===== config.mk =====
export PLATFORM = sky130hd
export DESIGN_NAME = bcd_counter_display
export DESIGN_NICKNAME = d
export VERILOG_FILES = /design/src/rtl/bcd_counter_display.sv
export SDC_FILE = /design/constraint.sdc
export NUM_CORES = 1
export LEC_CHECK = 0
export CAP_MARGIN = 20
export CORE_MARGIN = 1.5
export CORE_UTILIZATION = 57
export CTS_BUF_LIST = sky130_fd_sc_hd__clkbuf_4 sky130_fd_sc_hd__clkbuf_8 sky130_fd_sc_hd__clkbuf_16
export CTS_CLUSTER_SIZE = 30
export DETAILED_ROUTE_END_ITERATION = 6
export PLACE_DENSITY_LB_ADDON = 0.15
export SLEW_MARGIN = 20
export SYNTH_ARGS = -nofsm -noshare
export SYNTH_HDL_FRONTEND = slang
export SYNTH_SLANG_ARGS = --single-unit

===== constraint.sdc =====
create_clock -name clk -period 5.61 [get_ports clk]
set_clock_uncertainty 0.15 [all_clocks]
set_input_delay 1.122 -clock clk [delete_from_list [all_inputs] [get_ports clk]]
set_output_delay 1.122 -clock clk [all_outputs]
set_load 0.02 [all_outputs]

===== src/rtl/bcd_counter_display.sv =====
// bcd_counter_display
//   Multi-digit BCD up/down counter with a prescaled step and registered
//   active-low seven-segment outputs for DIGITS HEX displays.
//   Optional feature macro: LEADING_ZERO_BLANK_EN. When defined, leading zero
//   digits above digit 0 are blanked (7F). When undefined, every digit is shown.
//
//   Output protocol: there is no valid/ready handshake. count, hex and wrap are
//   free-running registered values that are meaningful on every cycle. They
//   change only on a rising clk edge, or immediately when rst rises.
module bcd_counter_display #(
   parameter int DIGITS    = 2,
   parameter int MAX_COUNT = 10,
   parameter int TICK_DIV  = 50_000_000
) (
   input  logic                  clk,
   input  logic                  rst,
   input  logic                  en,
   input  logic                  up,
   input  logic                  clear,
   output logic [4*DIGITS-1:0]   count,
   output logic [7*DIGITS-1:0]   hex,
   output logic                  wrap
);

   localparam int CW    = 4 * DIGITS;
   localparam int HW    = 7 * DIGITS;
   localparam int PRE_W = (TICK_DIV > 1) ? $clog2(TICK_DIV) : 1;
   localparam logic [PRE_W-1:0] PRE_LAST = PRE_W'(TICK_DIV - 1);

   // Convert an integer to a packed BCD vector, digit 0 in the low nibble.
   function automatic logic [CW-1:0] to_bcd(input int value);
      logic [CW-1:0] r;
      int            v;
      r = '0;
      v = value;
      for (int k = 0; k < DIGITS; k++) begin
         r[4*k +: 4] = 4'(v % 10);
         v = v / 10;
      end
      return r;
   endfunction

   // Active-low segment pattern for one digit, bit 0 = a ... bit 6 = g.
   function automatic logic [6:0] seg7(input logic [3:0] d);
      logic [6:0] s;
      case (d)
         4'd0:    s = 7'h40;
         4'd1:    s = 7'h79;
         4'd2:    s = 7'h24;
         4'd3:    s = 7'h30;
         4'd4:    s = 7'h19;
         4'd5:    s = 7'h12;
         4'd6:    s = 7'h02;
         4'd7:    s = 7'h78;
         4'd8:    s = 7'h00;
         4'd9:    s = 7'h10;
         default: s = 7'h7F;  // non-BCD codes are blanked
      endcase
      return s;
   endfunction

   // Decode a full BCD vector into the HEX bus, walking from the most
   // significant digit so leading zeros can be tracked when blanking is on.
   function automatic logic [HW-1:0] decode_all(input logic [CW-1:0] value);
      logic [HW-1:0] r;
      logic [3:0]    digit;
      logic [6:0]    seg;
`ifdef LEADING_ZERO_BLANK_EN
      logic          zero_run;
      zero_run = 1'b1;
`endif
      r = '0;
      for (int k = DIGITS - 1; k >= 0; k--) begin
         digit = value[4*k +: 4];
         seg   = seg7(digit);
`ifdef LEADING_ZERO_BLANK_EN
         zero_run = zero_run & (digit == 4'd0);
         if ((k > 0) && zero_run) begin
            seg = 7'h7F;
         end
`endif
         r[7*k +: 7] = seg;
      end
      return r;
   endfunction

   // BCD increment with ripple carry: a 9 rolls to 0 and carries upward.
   function automatic logic [CW-1:0] bcd_inc(input logic [CW-1:0] value);
      logic [CW-1:0] r;
      logic          carry;
      r     = value;
      carry = 1'b1;
      for (int k = 0; k < DIGITS; k++) begin
         if (carry) begin
            if (r[4*k +: 4] == 4'd9) begin
               r[4*k +: 4] = 4'd0;
            end else begin
               r[4*k +: 4] = r[4*k +: 4] + 4'd1;
               carry       = 1'b0;
            end
         end
      end
      return r;
   endfunction

   // BCD decrement with borrow: a 0 rolls to 9 and borrows upward.
   function automatic logic [CW-1:0] bcd_dec(input logic [CW-1:0] value);
      logic [CW-1:0] r;
      logic          borrow;
      r      = value;
      borrow = 1'b1;
      for (int k = 0; k < DIGITS; k++) begin
         if (borrow) begin
            if (r[4*k +: 4] == 4'd0) begin
               r[4*k +: 4] = 4'd9;
            end else begin
               r[4*k +: 4] = r[4*k +: 4] - 4'd1;
               borrow      = 1'b0;
            end
         end
      end
      return r;
   endfunction

   // Terminal count as a full BCD vector; a count of 10 is not "all nines",
   // so the comparison must use every digit at once.
   localparam logic [CW-1:0] MAX_BCD = to_bcd(MAX_COUNT);
   localparam logic [HW-1:0] HEX_RST = decode_all('0);

   logic [CW-1:0]    count_q, count_d;
   logic [HW-1:0]    hex_q, hex_d;
   logic             wrap_q, wrap_d;
   logic [PRE_W-1:0] pre_q, pre_d;
   logic             tick;

   // One step per TICK_DIV enabled cycles; en low freezes the prescaler.
   assign tick = en && (pre_q == PRE_LAST);

   // Next prescaler, count and wrap; clear overrides any tick in the same cycle.
   always_comb begin
      pre_d   = pre_q;
      count_d = count_q;
      wrap_d  = 1'b0;
      if (clear) begin
         pre_d   = '0;
         count_d = '0;
      end else if (tick) begin
         pre_d = '0;
         if (up) begin
            if (count_q == MAX_BCD) begin
               count_d = '0;
               wrap_d  = 1'b1;
            end else begin
               count_d = bcd_inc(count_q);
            end
         end else begin
            if (count_q == '0) begin
               count_d = MAX_BCD;
               wrap_d  = 1'b1;
            end else begin
               count_d = bcd_dec(count_q);
            end
         end
      end else if (en) begin
         pre_d = pre_q + 1'b1;
      end
   end

   // Segments come from the next-state count so hex and count move together.
   always_comb begin
      hex_d = decode_all(count_d);
   end

   // State and output registers with asynchronous reset.
   always_ff @(posedge clk or posedge rst) begin
      if (rst) begin
         pre_q   <= '0;
         count_q <= '0;
         hex_q   <= HEX_RST;
         wrap_q  <= 1'b0;
      end else begin
         pre_q   <= pre_d;
         count_q <= count_d;
         hex_q   <= hex_d;
         wrap_q  <= wrap_d;
      end
   end

   assign count = count_q;
   assign hex   = hex_q;
   assign wrap  = wrap_q;

endmodule

# == Word-level counts from Yosys, hierarchy flattened ==
# Memory sizes are Yosys's and may differ from the RTL's. A register that Yosys moved wholly into a read port is not among the register bits.
# Cells that the tools add are included.
# op_classes
eq_ne,4
add_sub_neg,5
n_reduce_logical,5
n_mux,29
# ops
operator,n
two-way mux 26 bit,3
two-way mux 8 bit,5
"adder 26 x 1 -> 26 bit, second input constant",1
"equality test 26 bit, second input constant",1
two-way mux 4 bit,6
two-way mux 1 bit,15
"adder 4 x 1 -> 4 bit, second input constant",2
"equality test 4 bit, second input constant",2
"equality test 8 x 5 -> 1 bit, second input constant",1
zero test 4 bit,2
zero test 8 bit,1
"subtractor 4 x 1 -> 4 bit, second input constant",2
nonzero test 3 bit,1
logical AND 1 bit,1
# word_totals
mem_count,2
wordCells,48
mem_bits_ro,224
inputBits,5
ff_bits,35
# mem_list
memory,depth,width,read_ports,rd_ports_with_merged_regs,write_ports,line,rtl
(name not given),16,7,1,1,0,46,case (d)
(name not given),16,7,1,1,0,46,

# == Depth between registers and ports, before layout ==
# logic_depth
ltp_word,11
ltp_mapped,11
ltp_nobuf,11

# == Least setup slack after synthesis ==
# OpenSTA, ideal clock, no wires.
# synth_timing
kind,in2reg
from,in en
to,reg hex_q[11] (netlist: hex[11])
stages,11
required_ns,5.374
t_arrival_ns,3.342
slack_ns,2.033
n_path_buf,2
path_cell_list,buf_2 -> nand4bb_1 -> or4_4 -> or2_4 -> buf_6 -> o32ai_1 -> inv_1 -> ha_1 -> and4b_1 -> a211oi_1 -> a32oi_1
# synth_between
elab_chain_cells,3
# synth_rtl
item,line,rtl
"start, declared",17,"input logic en,"
logical AND 1 bit,137,assign tick = en && (pre_q == PRE_LAST);
two-way mux 8 bit,147,end else if (tick) begin
two-way mux 8 bit,144,if (clear) begin
named net count_d[4],130,"logic [CW-1:0] count_q, count_d;"
"end, declared",131,"logic [HW-1:0] hex_q, hex_d;"
# The timed path passes the listed nets, and every way through them passes these cells.
# A chain may end at the register's enable or synchronous reset.

# == Worst setup path in the final report ==
# Ends and elaborated chain as after synthesis.

==> run_results.csv <==
group,metric,value,unit
outcome,outcome,"finished clean",
detailed_routing,via_count,2511,
yosys,ys_seq_elements,49,
floorplan,die_y,77.1,microns
clock_tree,cts_buffers,5,
placement,place.gp.congestion,0.948,
floorplan,coreArea,5200,sq um
clock_tree,htreeDepth,2,
global_routing,track_usage,0.237,
yosys,synth_nets,340,
final_layout,syn2layout_area_growth,12.3,%
floorplan,die-area,5940,sq um
power,power_frac_seq,0.599,
detailed_routing,dr.pass1.iters,5,
global_routing,grt_pass1_wl,11.5,mm
clock_tree,postCtsHoldBufs,0,
global_routing,antenna_found_initial,0,
critical_path,r2r_end,"hex[11]",
hold_path,worst_hold_startpoint,"pre_q[15]",
detailed_routing,detail_route.wl_per_cell,15.7,microns
power,ir_worst_vdd,0.134,mV
detailed_routing,drtAntennaViolNets,0,
hold_path,min_path_type,"flip-flop to flip-flop",
final_layout,final_cell_mix,"47 x dfrtp_1, 31 x nor2_1, 27 x clkdlybuf4s50_1, 21 x nand2_1, 20 x inv_1",
timing,final.period_utilization,0.730,
detailed_routing,viasPerCell,6.05,
clock_tree,clk_pin_slew,0.09,ns
yosys,ys_seq_area_frac,0.393,
timing,finalCriticalPeriod,4.10,ns
yosys,syn_area_per_cell,9.74,sq um
yosys,yosys_warnings,0,
critical_path,crit_path_max_fanout,11,
timing,setup-violations-final,0,
yosys,synthCells,321,
power,p_int,0.000454,W
final_layout,layout_commonest_cell,"dfrtp_1",
floorplan,row_count,26,
critical_path,worstSetupStartpointType,"input port",
power,total_power,0.000594,W
clock_tree,cts_resized,0,
timing,rsz0062_at_grt,"no",
floorplan,initial_core_util,0.600,
job,drv_cap,0,
placement,postPlaceCellArea,3420,sq um
clock_tree,cts_tree,"done",
clock_tree,insertion_delay,0.30,ns
critical_path,worst_path_max_delay_cell,"clkdlybuf4s50_1",
critical_path,worstPathArrival,4.16,ns
hold_path,hold_depth,2,
timing,slew_viol_final,0,
placement,portBuffers,27,
yosys,synth-async-reset-ratio,1.00,
critical_path,required,5.67,ns
placement,pre_cts_ws,1.29,ns
clock_tree,cts_buffer_depth,2,
critical_path,r2r-start,"count[0]",
final_layout,diodes,0,
yosys,synth-edff-count,0,
critical_path,cp_cell_sequence,"clkdlybuf4s50_1, nand4bb_1, or4_4, or2_4, o32ai_1, inv_1, ha_1, nor3_1, a211oi_1, a32oi_1",
detailed_routing,routed_wl,6.52,mm
detailed_routing,drt_iter0_markers,160,
detailed_routing,drc_errors,0,
timing,setup_ws,1.51,ns
power,p_leak,1.49,nW
timing,holdWs,0.429,ns
final_layout,layout.nets,363,
power,p_clk_frac,0.358,
power,p_per_area,169,nW/um^2
timing,relSlewSlack,0.448,
hold_path,min_to,"pre_q[15]",
yosys,synth.distinct_cells,73,
clock_tree,cts_setup_buffers,0,
floorplan,die_w,77.1,microns
yosys,synth_area,3130,sq um
critical_path,cpPeakStageDelay,0.68,ns
timing,timing.fmax,244,MHz
timing,tightest_slew,0.828,ns
critical_path,end_kind,"flip-flop",
final_layout,design_area,3510,sq um
critical_path,critPathKind,"input port to flip-flop",
clock_tree,clock-sinks,49,
global_routing,grt_pass1_vias,2344,
final_layout,fillCellCount,426,
power,p_switching,0.000140,W
timing,setup-tns-final,0,ns
power,switching_share,0.236,
timing,hold_violations,0,
critical_path,r2r_cells,11,
power,combPwrFrac,0.043,
global_routing,grt_overflow,0,
placement,place_hpwl,4.56,mm
yosys,synth_flop_cell,"dfrtp_1",
clock_tree,root_buffer,"clkbuf_8",
final_layout,layout-drive-gt1-share,0.110,
critical_path,r2r_slack,2.31,ns
floorplan,num_io_pins,28,
global_routing,grt_max_degree,50,
-- metrics by stage --
stage	util	cells
finish	0.674	415
global route	0.674	415
CTS	0.674	415
detailed placement	0.656	407
global placement	0.656	407
floorplan	-	321
-- critical path: cells and delay by family --
family | cells | cell delay [ns]
buf+inv | 2 | 0.89
compound gates | 3 | 0.63
simple gates | 4 | 1.22
fa+ha+maj | 1 | 0.29
-- Yosys cell counts (all sizes together) (2+ instances only) --
cell type | n | area (sq um)
nor4 | 7 | 80.1
or3 | 5 | 31.3
dfstp | 2 | 52.6
a31oi | 3 | 18.8
nand2 | 21 | 78.8
nor4b | 2 | 17.5
nor2b | 2 | 12.5
xor2 | 14 | 123
or2 | 2 | 15.0
nand3 | 19 | 100
buf | 8 | 55.1
mux2 | 3 | 37.5
inv | 23 | 86.3
ha | 14 | 175
nand3b | 2 | 15.0
clkbuf | 3 | 11.3
nand4bb | 2 | 22.5
nand4 | 8 | 50.1
mux2i | 10 | 100
and4 | 2 | 17.5
a21oi | 9 | 48.8
xnor2 | 10 | 87.6
nor3b | 2 | 15.0
nor4bb | 2 | 20.0
dfrtp | 47 | 1180
a2111oi | 2 | 23.8
or3b | 3 | 28.8
o211ai | 6 | 45.0
nand2b | 3 | 18.8
nor3 | 9 | 50.1
a211oi | 7 | 62.6
o31ai | 3 | 41.3
and2 | 2 | 12.5
o21ai | 8 | 51.3
nor2 | 32 | 128
a221oi | 2 | 17.5
and3 | 6 | 42.5
or4 | 2 | 18.8
-- area by class of cell --
| cell class | instances | area [sq um] | share of cell area |
|---|---|---|---|
| tap | 70 | 87.6 | 0.0250 |
| timing repair buffer | 27 | 270 | 0.0770 |
| multi-input combinational | 238 | 1740 | 0.497 |
| inverter | 23 | 87.6 | 0.0250 |
| sequential | 49 | 1230 | 0.350 |
| clock buffer | 6 | 76.3 | 0.0217 |
| clock inverter | 2 | 15.0 | 0.00428 |
-- sequential cells by signal, summed over array words and instances, names as in the netlist --
name	flops
hex	14
pre_q	26
wrap	1
count	8
-- logic make-up after synthesis --
logic type	share of synthesized area
flops	0.393
mux	0.0440
buf+inv	0.0488
compound gates	0.137
simple gates	0.254
xor+xnor	0.0673
fa+ha+maj	0.0560
-- metal layers --
metal | vias up | part of all wire | track usage
li1 | 1199 | - | -
met1 | 1225 | 0.47 | 0.333
met2 | 80 | 0.48 | 0.377
met3 | 7 | 0.046 | 0.0440
met4 | 0 | 0.0078 | 0.0636
met5 | - | 0 | 0
-- worst max path at each step --
| stage | cells past startpoint | from | end | slack, ns |
|---|---|---|---|---|
| 2_1_floorplan | 11 | en | hex[11] | 2.03 |
| 3_3_place_gp | 10 | en | hex[11] | 1.41 |
| 3_5_place_dp | 10 | en | hex[11] | 1.29 |
| 4_1_cts | 10 | en | hex[11] | 1.57 |
| 5_1_grt | 10 | en | hex[11] | 1.36 |
| 6_report | 10 | en | hex[11] | 1.51 |
-- power by group through the flow --
stage                     clock network, W  registers [W]  logic (W)
after floorplan                          0       0.000362  0.0000189
after global placement                   0       0.000363  0.0000260
after detailed placement                 0       0.000363  0.0000262
after CTS                         0.000217       0.000356  0.0000265
after global routing              0.000235       0.000356  0.0000296
final                             0.000213       0.000356  0.0000258
(Power assumes the default switching activity.)
